### config.mk
export PLATFORM = sky130hd
export DESIGN_NAME = inst_queue
export DESIGN_NICKNAME = d
export VERILOG_FILES = /design/src/rtl/inst_queue_pkg.sv /design/src/rtl/iq_fifo.sv /design/src/rtl/inst_queue.sv
export SDC_FILE = /design/constraint.sdc
export NUM_CORES = 1
export LEC_CHECK = 0
export CORE_MARGIN = 2
export CORE_UTILIZATION = 49
export DETAILED_ROUTE_END_ITERATION = 8
export PLACE_DENSITY = 0.87
export SLEW_MARGIN = 0
export SYNTH_ARGS = -nofsm -noshare
export SYNTH_HDL_FRONTEND = slang
export SYNTH_HIERARCHICAL = 1
export SYNTH_SLANG_ARGS = --single-unit
### constraint.sdc
create_clock -name clk -period 2.25 [get_ports clk]
set_input_delay 0.45 -clock clk [delete_from_list [all_inputs] [get_ports clk]]
set_output_delay 0.45 -clock clk [all_outputs]
set_load 0.01 [all_outputs]
### src/rtl/inst_queue_pkg.sv
// inst_queue_pkg: shared widths and entry type for the fetch-to-decode instruction queue.
package inst_queue_pkg;
  localparam int INSTR_W = 32;
  localparam int ADDR_W_DEF = 10;
  typedef struct packed {
    logic [INSTR_W-1:0]    instr;
    logic [ADDR_W_DEF-1:0] addr;
  } iq_entry_t;
endpackage

### src/rtl/iq_fifo.sv
// iq_fifo: circular entry storage with push/pop and a flush that overrides both.
module iq_fifo
  import inst_queue_pkg::*;
#(
  parameter int DEPTH = 4,
  parameter int W = INSTR_W + ADDR_W_DEF
) (
  input  logic                       clk,
  input  logic                       rst,
  input  logic                       push,
  input  logic                       pop,
  input  logic                       flush,
  input  logic [W-1:0]               wdata,
  output logic [W-1:0]               rdata,
  output logic [$clog2(DEPTH):0]     count,
  output logic                       full
);
  localparam int PW = $clog2(DEPTH);
  logic [W-1:0]  mem_q [DEPTH];
  logic [W-1:0]  mem_d [DEPTH];
  logic [PW-1:0] rd_q, rd_d, wr_q, wr_d;
  logic [PW:0]   cnt_q, cnt_d;
  always_comb begin
    mem_d = mem_q;
    rd_d = flush ? '0 : pop ? rd_q + 1'b1 : rd_q;
    wr_d = flush ? '0 : push ? wr_q + 1'b1 : wr_q;
    cnt_d = flush ? '0 : cnt_q + {{PW{1'b0}}, push} - {{PW{1'b0}}, pop};
    if (push && !flush) mem_d[wr_q] = wdata;
  end
  always_ff @(posedge clk) begin
    if (rst) begin
      for (int i = 0; i < DEPTH; i++) mem_q[i] <= '0;
      rd_q <= '0;
      wr_q <= '0;
      cnt_q <= '0;
    end else begin
      mem_q <= mem_d;
      rd_q <= rd_d;
      wr_q <= wr_d;
      cnt_q <= cnt_d;
    end
  end
  assign count = cnt_q;
  assign full = cnt_q == (PW+1)'(DEPTH);
  assign rdata = (cnt_q != '0) ? mem_q[rd_q] : '0;
endmodule

### src/rtl/inst_queue.sv
// inst_queue: fetch-to-decode buffer owning the branch redirect, flush and wrong-path shadow discard.
// Optional IQ_SEQCHK_EN adds a sticky seq_err flag for non-sequential kept fetch addresses.
module inst_queue
  import inst_queue_pkg::*;
#(
  parameter int DEPTH = 4,
  parameter int ADDR_W = ADDR_W_DEF,
  parameter int SHADOW = 1
) (
  input  logic               clk,
  input  logic               Reset,
  input  logic               f_valid,
  input  logic [INSTR_W-1:0] f_instr,
  input  logic [ADDR_W-1:0]  f_addr,
  output logic               f_stall,
  output logic               Branch,
  output logic [ADDR_W-1:0]  TargetAddress,
  input  logic               ex_taken,
  input  logic [ADDR_W-1:0]  ex_target,
  output logic               d_valid,
  input  logic               d_ready,
  output logic [INSTR_W-1:0] d_instr,
  output logic [ADDR_W-1:0]  d_addr,
  output logic               overflow
`ifdef IQ_SEQCHK_EN
  ,output logic              seq_err
`endif
);
  localparam int SW = $clog2(SHADOW + 2);
  logic [INSTR_W+ADDR_W-1:0] rdata;
  logic [$clog2(DEPTH):0]    count;
  logic                      full, pop, push, discard;
  logic                      branch_q, branch_d, overflow_q, overflow_d;
  logic [ADDR_W-1:0]         target_q, target_d;
  logic [SW-1:0]             shadow_q, shadow_d;
  iq_fifo #(.DEPTH(DEPTH), .W(INSTR_W + ADDR_W)) u_fifo (
    .clk(clk),
    .rst(Reset),
    .push(push),
    .pop(pop && !ex_taken),
    .flush(ex_taken),
    .wdata({f_instr, f_addr}),
    .rdata(rdata),
    .count(count),
    .full(full)
  );
  // A redirect this cycle flushes, so any same-cycle push is moot.
  always_comb begin
    d_valid = count != '0;
    pop = d_valid && d_ready;
    discard = branch_q || (shadow_q != '0);
    push = f_valid && !discard && !ex_taken && (!full || pop);
    f_stall = full && !pop;
    branch_d = ex_taken;
    target_d = ex_taken ? ex_target : target_q;
    shadow_d = branch_q ? SW'(SHADOW) : (shadow_q != '0) ? shadow_q - 1'b1 : '0;
    overflow_d = overflow_q || (f_valid && !discard && !ex_taken && full && !pop);
  end
  always_ff @(posedge clk) begin
    if (Reset) begin
      branch_q <= 1'b0;
      target_q <= '0;
      shadow_q <= '0;
      overflow_q <= 1'b0;
    end else begin
      branch_q <= branch_d;
      target_q <= target_d;
      shadow_q <= shadow_d;
      overflow_q <= overflow_d;
    end
  end
  assign Branch = branch_q;
  assign TargetAddress = target_q;
  assign overflow = overflow_q;
  assign d_instr = rdata[ADDR_W +: INSTR_W];
  assign d_addr = rdata[ADDR_W-1:0];
`ifdef IQ_SEQCHK_EN
  logic [ADDR_W-1:0] exp_addr_q, exp_addr_d;
  logic              seq_err_q, seq_err_d;
  always_comb begin
    exp_addr_d = ex_taken ? ex_target : push ? f_addr + 1'b1 : exp_addr_q;
    seq_err_d = seq_err_q || (push && f_addr != exp_addr_q);
  end
  always_ff @(posedge clk) begin
    if (Reset) begin
      exp_addr_q <= '0;
      seq_err_q <= 1'b0;
    end else begin
      exp_addr_q <= exp_addr_d;
      seq_err_q <= seq_err_d;
    end
  end
  assign seq_err = seq_err_q;
`endif
endmodule

### Word level (Yosys, flattened, before mapping)

Cells that the tools add are included.

| storage, ports and cells | value |
|---|---|
| register bits after elaboration | 189 |
| input port bits | 57 |
| output and inout bits | 56 |

| operators by class | value |
|---|---|
| add/sub/neg operators | 5 |
| $lt $le $gt $ge | 3 |
| equality and inequality tests | 1 |
| multiplexer cells | 9 |
| bitwise operators | 3 |
| reductions and logical operators | 21 |

Operator list:

| cell | number |
|---|---|
| $bwmux W168 | 1 |
| $mux W42 | 4 |
| $bmux W42 S2 | 1 |
| $demux W42 S2 | 1 |
| $logic_and A1 B1 Y1 | 10 |
| $ge A3 B3 Y1 const B | 2 |
| $not A2 Y3 | 2 |
| $add A2 B1 Y2 const B | 2 |
| $logic_not A1 Y1 | 4 |
| $add A3 B1 Y3 | 1 |
| $eq A3 B3 Y1 const B | 1 |
| $logic_or A1 B1 Y1 | 3 |
| $lt A3 B1 Y1 const B | 1 |
| $reduce_bool A3 Y1 | 1 |
| $reduce_or A3 Y1 | 1 |
| $sub A3 B1 Y3 | 1 |
| $mux W1 | 2 |
| $reduce_bool A2 Y1 | 1 |
| $reduce_or A2 Y1 | 1 |
| $sub A2 B1 Y2 const B | 1 |
| $not A1 Y1 | 1 |

### Longest topological paths before layout

Gate-level depths: netlist of run 1.

| depth | value |
|---|---|
| depth in word-level cells | 8 |
| depth in mapped cells | 14 |

### Modules after synthesis

Netlist of run 1, hierarchy kept.

By module, submodules not included:

| module | times used | cells an instance | area each (um^2) |
|---|---|---|---|
| iq_fifo | 1 | 872 | 7457.2 |
| inst_queue | 1 | 54 | 556.8 |

### Worst setup path before layout of run 1

No wires, ideal clock.

| timing | value |
|---|---|
| path kind | input -> register |
| start point | input port ex_taken |
| end point | register u_fifo.cnt_q[2] (netlist: u_fifo/count[2]) |
| arrival | 2194 ps |
| data required time | 2128 ps |
| setup slack | -67 ps |
| cell stages on the path | 12 |
| buffers on the path | 1 |
| cell sequence | nand4bb_1 > a21oi_1 > buf_2 > inv_1 > ha_1 > inv_1 > ha_1 > inv_1 > fa_1 > xor2_1 > xnor2_1 > nor2_1 |

| on the way | value |
|---|---|
| cells in the longest elaborated chain, start to end | 5 |
| elaborated cells between the ends (all ways) | 7 |

Ends and longest elaborated chain:

| element | RTL line | source |
|---|---|---|
| start: declaration | inst_queue.sv:18 | `input logic ex_taken,` |
| $logic_not A1 Y1 | inst_queue.sv:52 | `push = f_valid && !discard && !ex_taken && (!full \|\| pop);` |
| $logic_and A1 B1 Y1 (2 in series) | inst_queue.sv:52 |  |
| net push | inst_queue.sv:32 | `logic full, pop, push, discard;` |
| $add A3 B1 Y3 | iq_fifo.sv:27 | `cnt_d = flush ? '0 : cnt_q + {{PW{1'b0}}, push} - {{PW{1'b0}}, pop};` |
| $sub A3 B1 Y3 | iq_fifo.sv:27 |  |
| end signal: assignment | iq_fifo.sv:40 | `cnt_q <= cnt_d;` |
| end: declaration | iq_fifo.sv:22 | `logic [PW:0] cnt_q, cnt_d;` |

The timed path passes the listed nets, and every way through them passes these cells.
A chain may end at the register's enable or synchronous reset.

### Worst setup path in the final report of run 1

| timing | value |
|---|---|
| start point | register u_fifo.rd_q[1] |
| end point | output port d_instr[20] |

| on the way | value |
|---|---|
| cells in the longest elaborated chain, start to end | 5 |

Ends and longest elaborated chain:

| element | RTL line | source |
|---|---|---|
| start: declaration | iq_fifo.sv:21 | `logic [PW-1:0] rd_q, rd_d, wr_q, wr_d;` |
| start signal: assignment | iq_fifo.sv:38 | `rd_q <= rd_d;` |
| $not A2 Y3 (not written as such) | iq_fifo.sv:45 | `assign rdata = (cnt_q != '0) ? mem_q[rd_q] : '0;` |
| $bmux W42 S2 | iq_fifo.sv:45 |  |
| $mux W42 (not written as such) (2 in series) | iq_fifo.sv:45 |  |
| $mux W42 | iq_fifo.sv:45 |  |
| end: declaration | inst_queue.sv:22 | `output logic [INSTR_W-1:0] d_instr,` |

No other way between the ends. The select of a mux whose other input is x is not followed.

==> out/results.tsv, run 1 <==
metric	value	unit
I/O Buffers	112	
Max H-tree Level	4	
chip width	132	microns
layout cells sized above 1	20.0	%
Most Used Layer, Global Route	met2	
CP arrival	1.88	ns
RSZ-0062 raised after global routing	yes	
r2r setup slk	0.02	ns
Max Cap Viol	0	
placed cell count	1213	
YS warnings	6	
GRT Residual Overflow	0	
Chip Height	132	microns
clk_lat worst skew	0.43	ns
placer's final routability congestion estimate	0.767	
DR WL/cell	18.0	microns
Final #Nets	1106	
crit start category	flip-flop	
Post-DRT Antenna Nets	0	
Slew @ Worst Pin	0.538	ns
failing checks	setup timing	
diodes inserted	0	
core area	0.0159	sq mm
clk slew on worst S/H paths	0.06	ns
FMAX	429	MHz
first-pass GRT wire length	35100	microns
Max Root-Sink Buffers	2	
total track usage	25.2	%
Yosys top cell by area	dfxtp_1	
mapped cell area	0.00801	sq mm
Leak	3.58	nW
vias per std cell	5.59	
min setup slack post-route	-0.0787	ns
TritonCTS clock tree	built	
worst flop-to-flop path startpoint	shadow_q[1]$_SDFF_PP0_	
Initial Util	50.3	%
root buf cell	clkbuf_16	
CTS Sinks	189	
min-delay worst type	reg2reg	
# rows	46	
post-synthesis cell type count	28	
relative slew slack	64.1	%
cell with the most instances after synthesis	nand2_1	
Post-synth EDFFs	0	
Final Setup Violations	32	
outcome	finished, violations left	
Synth Area per Inst	8.65	sq um
largest net degree at the start of global routing	63	
CP max FO	5	
Post-synth top flop	dfxtp_1	
Area growth syn-to-layout	29.4	%
crit path from	u_fifo/rd_q[1]$_SDFFE_PP0P_	
Slew Viols, Final	0	
part of the cycle the worst path needs	103	%
post-route minimum period	2.33	ns
Seq cells post-synth	189	
Final Cell Area	0.0104	sq mm
initial antenna violation count	0	
Synth Instances	926	
Final Hold Fails	0	
Post-Place Cell Area	0.00951	sq mm
top-area cell type share of the netlist area	47.2	%
met1 usage	29.5	%
number of hold buffers added after CTS	0	
crit end category	output port	
Final Non-Filler Cells	1269	
vias in the first global route	6920	
Hold Path Origin	u_fifo/mem_q[118]$_SDFFE_PP0P_	
top post-synthesis cells by area	dfxtp_1 (47%), nand2_1 (16%), mux4_2 (12%)	
commonest cells in the netlist	nand2_1 (337), dfxtp_1 (189), a21oi_1 (169)	
asr flop ratio synth	0	%
Post-Route WL	22900	microns
clock skew	0.00751	ns
PwrDens	653	mW/mm^2
I/O pin total	113	
DIE AREA	0.0174	sq mm
CTS buffer count	17	
M2 GR Usage	44.9	%
grt met3 use	4.61	%
Req. time, crit path	1.80	ns
TritonRoute pass-1 iters	5	
Crit Path Class	reg2out	
DR iter-0 viols	663	
Vias	7092	
sequential fraction of the synthesis area	47.2	%
Worst VDD drop	0.000555	V
DRC Markers	0	
Synthesized Nets	992	
post-DP HPWL	13000	microns
## per-stage QoR
| stage | hold WS (ns) | power, mW | setup TNS (ns) | utilization (%) | setup WS [ns] |
|---|---|---|---|---|---|
| after detailed placement | 0.443 | 3.91 | -0.824 | 59.6 | -0.442 |
| after global routing | 0.464 | 6.96 | -3.03 | 65.0 | -0.129 |
| final | 0.452 | 6.77 | -1.29 | 65.0 | -0.0787 |
| after global placement | 0.438 | 3.90 | -0.520 | 59.6 | -0.339 |
| after CTS | 0.452 | 6.75 | -2.38 | 63.5 | -0.120 |
| after floorplan | 0.433 | 3.67 | 0 | - | 0.0238 |
## cells by family after synthesis
kind of cell,Yosys count,share of synthesized area (%)
AO/OA/AOI/OAI,172,11.0
XOR/XNOR,5,0.547
adder cells (fa/ha/maj),9,1.50
buffers and inverters,82,4.98
flip-flops,189,47.2
multiplexers,53,13.2
AND/OR/NAND/NOR,416,21.6
## final cells by class
cell class | count | area, sq um
fillers | 1299 | 5570
multi-input cells | 655 | 3990
flip-flops and latches | 189 | 3790
repair buffers | 168 | 1720
clock buffers | 20 | 457
well taps | 216 | 270
clock inverters | 12 | 110
inverters | 9 | 33.8
## routing by layer
metal	up-vias	routed length, microns
li1	3307	-
met1	3415	8680
met2	322	12000
met3	48	1590
met4	0	564
met5	-	0
## power by group
group | total, mW | internal [mW] | switching, mW | leakage (nW)
sequential | 3.40 | 3.38 | 0.0223 | 1.53
clock | 2.89 | 1.59 | 1.30 | 0.269
combinational | 0.478 | 0.231 | 0.247 | 1.78
total | 6.77 | 5.20 | 1.57 | 3.58
## sequential cells by signal, indices dropped and copies added, names as in the netlist
signal and cells:
TargetAddress 10, Branch 1, overflow 1, u_fifo/count 3, u_fifo/wr_q 2, u_fifo/rd_q 2
u_fifo/mem_q 168, shadow_q 2
## timing repair
action | CTS | global route
endpoints found under the setup margin | 45 | 44
hold endpoints to repair | 0 | 0
cloned | 3 | 2
resized for setup | 180 | 39
setup buffers | 13 | 7
pin swaps | 0 | 5
## worst paths after layout
| path | cells past startpoint | to |
|---|---|---|
| worst max-delay path | 5 | d_instr[20] |
| worst min-delay path | 2 | u_fifo/mem_q[118]$_SDFFE_PP0P_ |
| worst max register to register | 13 | u_fifo/count[2]$_SDFF_PP0_ |
| worst min register to register | 2 | u_fifo/mem_q[118]$_SDFFE_PP0P_ |
## critical path, stage by stage (launching register included)
cell and delay [ns]:
dfxtp_4 0.42, buf_12 0.13, buf_16 0.12, mux4_2 0.50, nor2b_1 0.14, buf_2 0.14
## cell usage in the layout (no fill, tap or decap), types with 2 or more instances in the layout
master,synthesis,routed
buf_2,22,32
nand2_1,337,337
nand3b_1,4,4
buf_12,0,20
clkbuf_8,0,2
xnor2_1,3,3
nor2b_1,43,32
inv_2,0,5
a21oi_1,169,168
clkdlybuf4s50_1,0,67
nor2_1,21,20
ha_4,0,2
buf_4,5,30
buf_16,0,2
dfxtp_1,189,183
clkbuf_16,0,18
clkinvlp_4,0,4
buf_6,6,13
dfxtp_2,0,5
inv_6,0,3
inv_1,9,4
nor2b_4,0,11
and3b_2,0,4
clkinv_2,0,3
mux4_2,42,42
mux2i_1,11,11
ha_1,8,5
Note: power is estimated with default switching activity, not from simulation.
==> inputs of run 2 (changes only) <==
Settings changed: CORE_UTILIZATION 49 to 50, PLACE_DENSITY 0.87 to 0.74.
Clock period 2.25 ns to 2.9 ns, I/O delays scaled along.
==> out/results.tsv, run 2 (synthesis gave the netlist of run 1 again) <==
metric	value	unit
min-delay worst type	reg2reg	
number of hold buffers added after CTS	0	
crit start category	flip-flop	
post-route minimum period	2.83	ns
part of the cycle the worst path needs	97.4	%
Largest Register	u_fifo/mem_q	
Vias	6667	
largest net degree at the start of global routing	87	
Chip Height	131	microns
I/O Buffers	112	
worst path cell trace	buf_4 > mux4_2 > nor2b_1 > clkdlybuf4s50_1	
most frequent cells in the layout	nand2_1 (337), dfxtp_1 (187), a21oi_1 (169)	
Leak	3.26	nW
Fill cells	1395	
first-pass GRT wire length	32700	microns
Slew Viols, Final	0	
Max H-tree Level	4	
clk slew on worst S/H paths	0.06	ns
Crit Path Class	reg2out	
CTS Sinks	189	
clk_lat worst skew	0.43	ns
total track usage	24.8	%
M2 GR Usage	42.9	%
TritonCTS clock tree	built	
initial antenna violation count	1	
outcome	complete, no violations	
I/O pin total	113	
grt met3 use	5.01	%
Final Non-Filler Cells	1247	
# rows	46	
Post-DRT Antenna Nets	0	
DIE AREA	0.0171	sq mm
Max stage delay on crit path	0.54	ns
met1 usage	30.7	%
placed cell count	1212	
area of the multi-input gates	0.00384	sq mm
DR iter-0 viols	486	
PwrDens	533	mW/mm^2
Req. time, crit path	2.32	ns
CP max FO	5	
Storage cell area	0.00379	sq mm
number of cells on the critical path	4	
RSZ-0062 raised after global routing	no	
Most Used Layer, Global Route	met2	
GRT Residual Overflow	0	
chip width	131	microns
vias per std cell	5.35	
clock skew	0.00746	ns
DR WL/cell	16.1	microns
post-DP HPWL	12300	microns
root buf cell	clkbuf_16	
Area growth syn-to-layout	24.5	%
relative slew slack	56.8	%
CP delay by family, top	buffers and inverters	
layout cells sized above 1	11.4	%
Final Setup Violations	0	
TritonRoute pass-1 iters	7	
Final #Nets	1083	
CTS buffer count	17	
Post-Route WL	20100	microns
placer's final routability congestion estimate	0.791	
setup TNS	0	ns
Initial Util	50.8	%
Max Root-Sink Buffers	2	
crit end category	output port	
CP arrival	2.25	ns
DRC Markers	0	
max reg flops	168	
Worst Hold Depth	2	
most common cell after layout, fill and taps aside	nand2_1	
Max Cap Viol	0	
core area	0.0158	sq mm
vias in the first global route	6554	
Final Hold Fails	0	
Worst R2R Path Depth	12	
Worst VDD drop	0.000433	V
worst-path cell with the longest stage delay	mux4_2	
Slew @ Worst Pin	0.648	ns
WP buf/inv	2	
FMAX	354	MHz
## run 2: cell count changes in the layout (fill, tap and decap cells not counted), moves of 5 or more
cell / delta
buf_12: -15
inv_1: +5
buf_2: -32
nor2b_1: +11
clkdlybuf4s50_1: +44
inv_2: -5
nor2b_4: -11
buf_6: -12
## run 2: what timing repair did
action                     CTS  global route
gates cloned                 0             0
setup endpoints to repair   37             1
pin swaps                    1             0
buffers inserted             2             0
resized for setup            1             1
hold endpoints to repair     0             0
## run 2: metrics by stage
| step | setup slack, ns | instance area (sq um) | utilization, % | total power, mW | hold WS, ns |
|---|---|---|---|---|---|
| finish | 0.0744 | 9980 | 63.3 | 5.31 | 0.450 |
| global route | 0.00360 | 9980 | 63.3 | 5.49 | 0.467 |
| CTS | 0.0657 | 9970 | 63.2 | 5.35 | 0.452 |
| detailed placement | 0.0332 | 9340 | 59.2 | 3.02 | 0.443 |
| floorplan | 0.453 | 8010 | - | 2.84 | 0.433 |
| global placement | 0.0977 | 9340 | 59.2 | 3.01 | 0.439 |
## run 2: metal layers
| layer | vias to the layer above | wire length, microns | part of all wire (%) |
|---|---|---|---|
| met4 | 0 | 467 | 2.3 |
| met1 | 3210 | 8490 | 42 |
| li1 | 3249 | - | - |
| met3 | 30 | 1050 | 5.2 |
| met2 | 178 | 10100 | 50 |
| met5 | - | 0 | 0 |
## run 2: path summary, 6_finish.rpt
kind / startpoint / endpoint / slack (ns)
max: u_fifo/rd_q[1]$_SDFFE_PP0P_ / d_instr[16] / 0.07
min: u_fifo/mem_q[25]$_SDFFE_PP0P_ / u_fifo/mem_q[25]$_SDFFE_PP0P_ / 0.45
max reg2reg: u_fifo/count[1]$_SDFF_PP0_ / u_fifo/count[2]$_SDFF_PP0_ / 0.58
min reg2reg: u_fifo/mem_q[25]$_SDFFE_PP0P_ / u_fifo/mem_q[25]$_SDFFE_PP0P_ / 0.45
## run 2: worst reg2reg max path, delay by kind of cell (launching register included)
family | cells | cell delay, ns
simple gates | 1 | 0.05
fa+ha+maj | 3 | 0.72
compound gates | 2 | 0.46
xor+xnor | 2 | 0.30
buf+inv | 4 | 0.36
flops | 1 | 0.33
## run 2: layout make-up
| type | count | area share, % |
|---|---|---|
| multi-input combinational | 655 | 38.5 |
| sequential | 189 | 38.0 |
| timing repair buffer | 145 | 14.4 |
| clock buffer | 18 | 4.30 |
| tap | 216 | 2.71 |
| clock inverter | 14 | 1.72 |
| inverter | 9 | 0.339 |
| antenna | 1 | 0.0251 |
## run 2: where the power goes
group	leakage [nW]	switching [mW]	internal [mW]
Clock	0.274	0.999	1.36
Sequential	1.53	0.0162	2.62
Combinational	1.46	0.166	0.154
